**src/rtl/fifo_pack_writer.sv**
```systemverilog
// fifo_pack_writer
//   Valid/ready to FIFO write adapter. Packs PACK_RATIO input words of
//   IN_WIDTH bits into one FIFO word (lane 0 = LSBs) with a keep bit per
//   lane. i_last closes a word early. With FLUSH_TIMEOUT > 0, a partial word
//   that sees FLUSH_TIMEOUT idle cycles in a row is flushed. An accumulator
//   plus an output register give one input word per cycle of throughput
//   while the FIFO is not full.
//
// Ports
//   i_clk        clock, rising edge
//   i_rst        asynchronous active-low reset
//   i_valid      input word valid
//   o_ready      adapter can accept a word (registered)
//   i_data       input word
//   i_last       last word of a packet, closes the current FIFO word
//   o_wr_en      FIFO write strobe (out_valid & ~i_fifo_full)
//   o_data       FIFO write data, zero while nothing is held
//   o_keep       lane-valid bits of o_data
//   i_fifo_full  FIFO full, blocks o_wr_en
//   o_busy       accumulator or output register holds data
//
// Handshake: a word is accepted at a rising edge where i_valid and o_ready
// are both high. The source keeps i_valid, i_data and i_last stable until
// that edge. o_ready depends only on registers.
module fifo_pack_writer #(
  parameter int IN_WIDTH      = 8,
  parameter int PACK_RATIO    = 4,
  parameter int FLUSH_TIMEOUT = 0
) (
  input  logic                           i_clk,
  input  logic                           i_rst,
  input  logic                           i_valid,
  output logic                           o_ready,
  input  logic [IN_WIDTH-1:0]            i_data,
  input  logic                           i_last,
  output logic                           o_wr_en,
  output logic [IN_WIDTH*PACK_RATIO-1:0] o_data,
  output logic [PACK_RATIO-1:0]          o_keep,
  input  logic                           i_fifo_full,
  output logic                           o_busy
);

  localparam int OW = IN_WIDTH * PACK_RATIO;
  localparam int LW = $clog2(PACK_RATIO);
  localparam logic [LW-1:0] LAST_LANE = LW'(PACK_RATIO - 1);

  typedef enum logic [1:0] {
    ACC_EMPTY    = 2'd0,
    ACC_FILLING  = 2'd1,
    ACC_COMPLETE = 2'd2
  } acc_state_t;

  acc_state_t            state, state_nx;
  logic [LW-1:0]         lane, lane_nx;
  logic [OW-1:0]         acc_data, acc_data_nx, acc_merged;
  logic [PACK_RATIO-1:0] acc_keep, acc_keep_nx, keep_merged;
  logic                  out_valid, out_valid_nx;
  logic [OW-1:0]         out_data, out_data_nx;
  logic [PACK_RATIO-1:0] out_keep, out_keep_nx;
  logic                  run;

  logic accept;
  logic drain;
  logic can_load;
  logic complete;
  logic timeout_hit;

  assign o_ready  = run & (state != ACC_COMPLETE);
  assign accept   = i_valid & o_ready;
  assign drain    = out_valid & ~i_fifo_full;
  assign can_load = ~out_valid | drain;
  assign o_wr_en  = drain;
  assign o_data   = out_data;
  assign o_keep   = out_keep;
  assign o_busy   = out_valid | (state == ACC_COMPLETE) | (lane != '0);

  // A word closes on its last lane, on i_last, or on an idle timeout.
  // accept already implies the accumulator is not COMPLETE.
  assign complete = (accept & ((lane == LAST_LANE) | i_last)) | timeout_hit;

  // Idle-timeout counter: counts cycles spent FILLING with no accept.
  generate
    if (FLUSH_TIMEOUT > 0) begin : g_timeout
      localparam int TW = $clog2(FLUSH_TIMEOUT + 1);
      logic [TW-1:0] tcnt, tcnt_nx;

      // Flush on the edge at which the count would reach FLUSH_TIMEOUT;
      // a same-cycle accept wins because it is excluded here.
      assign timeout_hit = (state == ACC_FILLING) & ~accept &
                           (tcnt == TW'(FLUSH_TIMEOUT - 1));

      always_comb begin
        tcnt_nx = '0;
        if ((state == ACC_FILLING) && !accept && !timeout_hit) begin
          if (tcnt != TW'(FLUSH_TIMEOUT)) tcnt_nx = tcnt + TW'(1);
          else                            tcnt_nx = tcnt;
        end
      end

      always_ff @(posedge i_clk or negedge i_rst) begin
        if (!i_rst) tcnt <= '0;
        else        tcnt <= tcnt_nx;
      end
    end else begin : g_no_timeout
      assign timeout_hit = 1'b0;
    end
  endgenerate

  // Accumulator contents including the word being accepted this cycle.
  always_comb begin
    acc_merged  = acc_data;
    keep_merged = acc_keep;
    if (accept) begin
      acc_merged[lane*IN_WIDTH +: IN_WIDTH] = i_data;
      keep_merged[lane]                     = 1'b1;
    end
  end

  // Next state for accumulator FSM and output register.
  always_comb begin
    state_nx     = state;
    lane_nx      = lane;
    acc_data_nx  = acc_data;
    acc_keep_nx  = acc_keep;
    out_valid_nx = out_valid;
    out_data_nx  = out_data;
    out_keep_nx  = out_keep;

    // Output register returns to zero when it drains; a load below overrides.
    if (drain) begin
      out_valid_nx = 1'b0;
      out_data_nx  = '0;
      out_keep_nx  = '0;
    end

    if (state == ACC_COMPLETE) begin
      if (can_load) begin
        out_valid_nx = 1'b1;
        out_data_nx  = acc_data;
        out_keep_nx  = acc_keep;
        acc_data_nx  = '0;
        acc_keep_nx  = '0;
        state_nx     = ACC_EMPTY;
      end
    end else if (complete) begin
      lane_nx = '0;
      if (can_load) begin
        // Completed word goes straight to the output register.
        out_valid_nx = 1'b1;
        out_data_nx  = acc_merged;
        out_keep_nx  = keep_merged;
        acc_data_nx  = '0;
        acc_keep_nx  = '0;
        state_nx     = ACC_EMPTY;
      end else begin
        // Output register is held; park the word and stall the input.
        acc_data_nx = acc_merged;
        acc_keep_nx = keep_merged;
        state_nx    = ACC_COMPLETE;
      end
    end else if (accept) begin
      acc_data_nx = acc_merged;
      acc_keep_nx = keep_merged;
      lane_nx     = lane + LW'(1);
      state_nx    = ACC_FILLING;
    end
  end

  always_ff @(posedge i_clk or negedge i_rst) begin
    if (!i_rst) begin
      state     <= ACC_EMPTY;
      lane      <= '0;
      acc_data  <= '0;
      acc_keep  <= '0;
      out_valid <= 1'b0;
      out_data  <= '0;
      out_keep  <= '0;
      run       <= 1'b0;
    end else begin
      state     <= state_nx;
      lane      <= lane_nx;
      acc_data  <= acc_data_nx;
      acc_keep  <= acc_keep_nx;
      out_valid <= out_valid_nx;
      out_data  <= out_data_nx;
      out_keep  <= out_keep_nx;
      run       <= 1'b1;
    end
  end

endmodule

```
**config.mk**
```make
export PLATFORM = sky130hd
export DESIGN_NAME = fifo_pack_writer
export DESIGN_NICKNAME = d
export VERILOG_FILES = /design/src/rtl/fifo_pack_writer.sv
export SDC_FILE = /design/constraint.sdc
export NUM_CORES = 1
export LEC_CHECK = 0
export ABC_AREA = 1
export CORE_MARGIN = 5
export CORE_UTILIZATION = 40
export DETAILED_ROUTE_END_ITERATION = 10
export REMOVE_ABC_BUFFERS = 1
export SLEW_MARGIN = 15
export SYNTH_ARGS = -nofsm -noshare
export SYNTH_HDL_FRONTEND = slang
export SYNTH_SLANG_ARGS = --single-unit
```
**constraint.sdc**
```tcl
create_clock -name i_clk -period 2.1 [get_ports i_clk]
set_input_delay 0.21 -clock i_clk [delete_from_list [all_inputs] [get_ports i_clk]]
set_output_delay 0.21 -clock i_clk [all_outputs]
set_load 0.005 [all_outputs]
```
==> results.md <==
* Post-route setup TNS at 0 ps
* Initial DRC Count at 362
* Slew @ Worst Pin at 553 ps
* Clock skew at 6.03 ps
* Met1 Use GR at 28.1%
* Placed insts at between 900 and 1000
* Area Overhead vs Synth at 21.6%
* I/O Pins at 52
* Reg clk slew, reported paths at 60 ps
* Post-Route WL at 14300 um
* Cell count after synthesis at 704
* Unique cell type count in the Yosys netlist at 32
* Highest clock rate at about 500 MHz
* Layout cells sized above 1 at 9.34%
* CTS tree: done
* Final Worst Setup Slack at between 90 and 100 ps
* DRC Markers at 0
* DIE AREA at ~15000 um2
* Non-Filler Instances at about 930
* Initial antenna violation count at 0
* I/O Buffers at 51
* Final #Nets at just under 800
* Core area at around 12000 um2
* DP Worst Slack at 160 ps
* Commonest non-fill, non-tap cell in the layout: nand2_1
* Total of max-cap violations at 0
* Crit path required time at around 1900 ps
* Final core occ at approximately half
* Via count at slightly below 5000
* Die W at approximately 120 um
* Drt first pass iters at 5
* Crit path DAT at around 1800 ps
* Initial Util at 41.0%
* Grt total ovfl at 0
* R2R cell count at 9
* Area contributors post-synth: dfrtp_1 (40%), nand2_1 (16%), a21oi_1 (7.4%), nor2_1 (5.5%), inv_1 (4.9%)
* Reg2reg start: lane[1]
* Reg-to-Reg End: o_data[3]
* Worst Path Max Fanout at 10
* Minimum clock period after layout at 2010 ps
* CP Class: flop to output port
* Dpl hpwl at 9540 um
* Vias in the first global route at 4529
* Worst hold slack at roughly 380 ps
* Ant diodes at 0
* RSZ-0062 raised after global routing: false
* Leak Pwr at roughly 2.8 nW
* Fillers at between 1000 and 1500
* Clock buffer depth at 2
* Multi-input logic area at 2470 um2
* GRT Util Overall at 20.4%
* Synth warnings at 0
* Post-synthesis sequential area ratio at 39.5%
* Total power at approximately 6.3 mW
* Row count at 40
* Maximum VDD drop at 0.415 mV
* Flops & latches, synth at 78
* Final hold vios at 0
* Avg Cell Area, Syn at 7.02 um2
* CP endpoint kind: output port
* Final slew viol count at 0
* Synth area leader: dfrtp_1
* Met3 Use GR at 4.01%
* Hold crit path type: input port to async pin
* Worst rel slew slack at 63.1%
* Cell Area, Synth at 4940 um2
* Die Ht at 121 um
* Startpoint Class: flop
* Insertion delay to the later sink of the worst-skew pair at 350 ps
* Busiest layer in global routing: met2
* Setup-failing EPs final at 0
* Drt via density at 5.20
* Most frequent cells in the layout: nand2_1 (211), dfrtp_1 (77), a21oi_1 (73)
* Timing endpoint of the critical path: o_busy
* Status: completed
* Worst R2R Setup Slack at between 150 and 200 ps
* CP startpoint: lane[1]
* CTS Buf Count at 9
* Register area at about 2000 um2
* Placed inst area at around 5600 um2
* Area share of the largest cell type after synthesis at 39.5%
* Final instance area at 6000 um2
* Pwr Density at roughly 1000 nW/um2
* GRT met2 Usage at around 33%
* CTS root buf: clkbuf_16
* CTS Sinks at between 70 and 80
* First-pass GRT wire length at 23800 um
* Period utilisation layout at 95.6%
* GPL Wtd Cong at between 0.8 and 0.9
* Antenna-violating nets left at 0
* H-tree Lvls at 3
* Largest net degree at the start of global routing at 70
* Drt wl/cell at 15.4 um
[worst min path at each step]
stage / endpoint / slack, ps
after CTS: state[1] / 410
after global routing: lane[0] / 440
after floorplan: acc_data[0] / -90
after detailed placement: o_data[27] / 230
final: o_data[27] / 380
after global placement: o_data[27] / 230
[state kept, by name, summed over array words and instances, names as in the netlist]
name       count
acc_data      32
lane           2
acc_keep       4
state          2
run            1
out_valid      1
o_data        32
o_keep         4
[power breakdown]
group          switching (mW)  internal, mW  leakage [nW]
clock network           0.642          1.14         0.166
logic                    1.21          1.06          1.60
registers               0.304          1.93          1.01
[area by class of cell]
type,instances,area share [%]
Tap cell,168,3.50
Sequential cell,78,32.5
Clock buffer,13,4.50
Clock inverter,3,1.08
Inverter,70,4.38
Timing Repair Buffer,80,12.8
Multi-Input combinational cell,516,41.2
[Yosys cell counts, drive strengths merged]
cell type  count
inv           69
buf           25
o22ai         20
nand2        214
nor2          75
clkinv         1
clkbuf        15
conb           1
or2            1
nor3           1
nand4          9
o21ai         60
and2           4
nand3         49
dfrtp         78
ha             8
a21oi         74
[per-layer routing]
metal	up-vias	wire length (um)
met3	14	749
met1	2287	6610
met2	150	6730
met5	-	0
li1	2372	-
met4	0	191
[worst max-delay path, stage by stage (launching register included)]
cell             delay, ps
dfrtp_2                440
inv_2                  100
ha_1                   180
buf_6                  160
nand3_1                100
clkdlybuf4s50_1        460
[timing repair]
item	4_1_cts	5_1_grt
gates resized for setup	2	1
buffers inserted	0	4
hold buffers	1	0
setup endpoints to repair	1	2
pin swaps	0	0
hold endpoints to repair	35	0
[cell families after synthesis]
family	share of synthesized area, %
other cells	0.0759
fa+ha+maj	2.03
buf+inv	10.4
compound gates	16.3
simple gates	31.6
flops	39.5
Power figures use the tool's default switching activity.
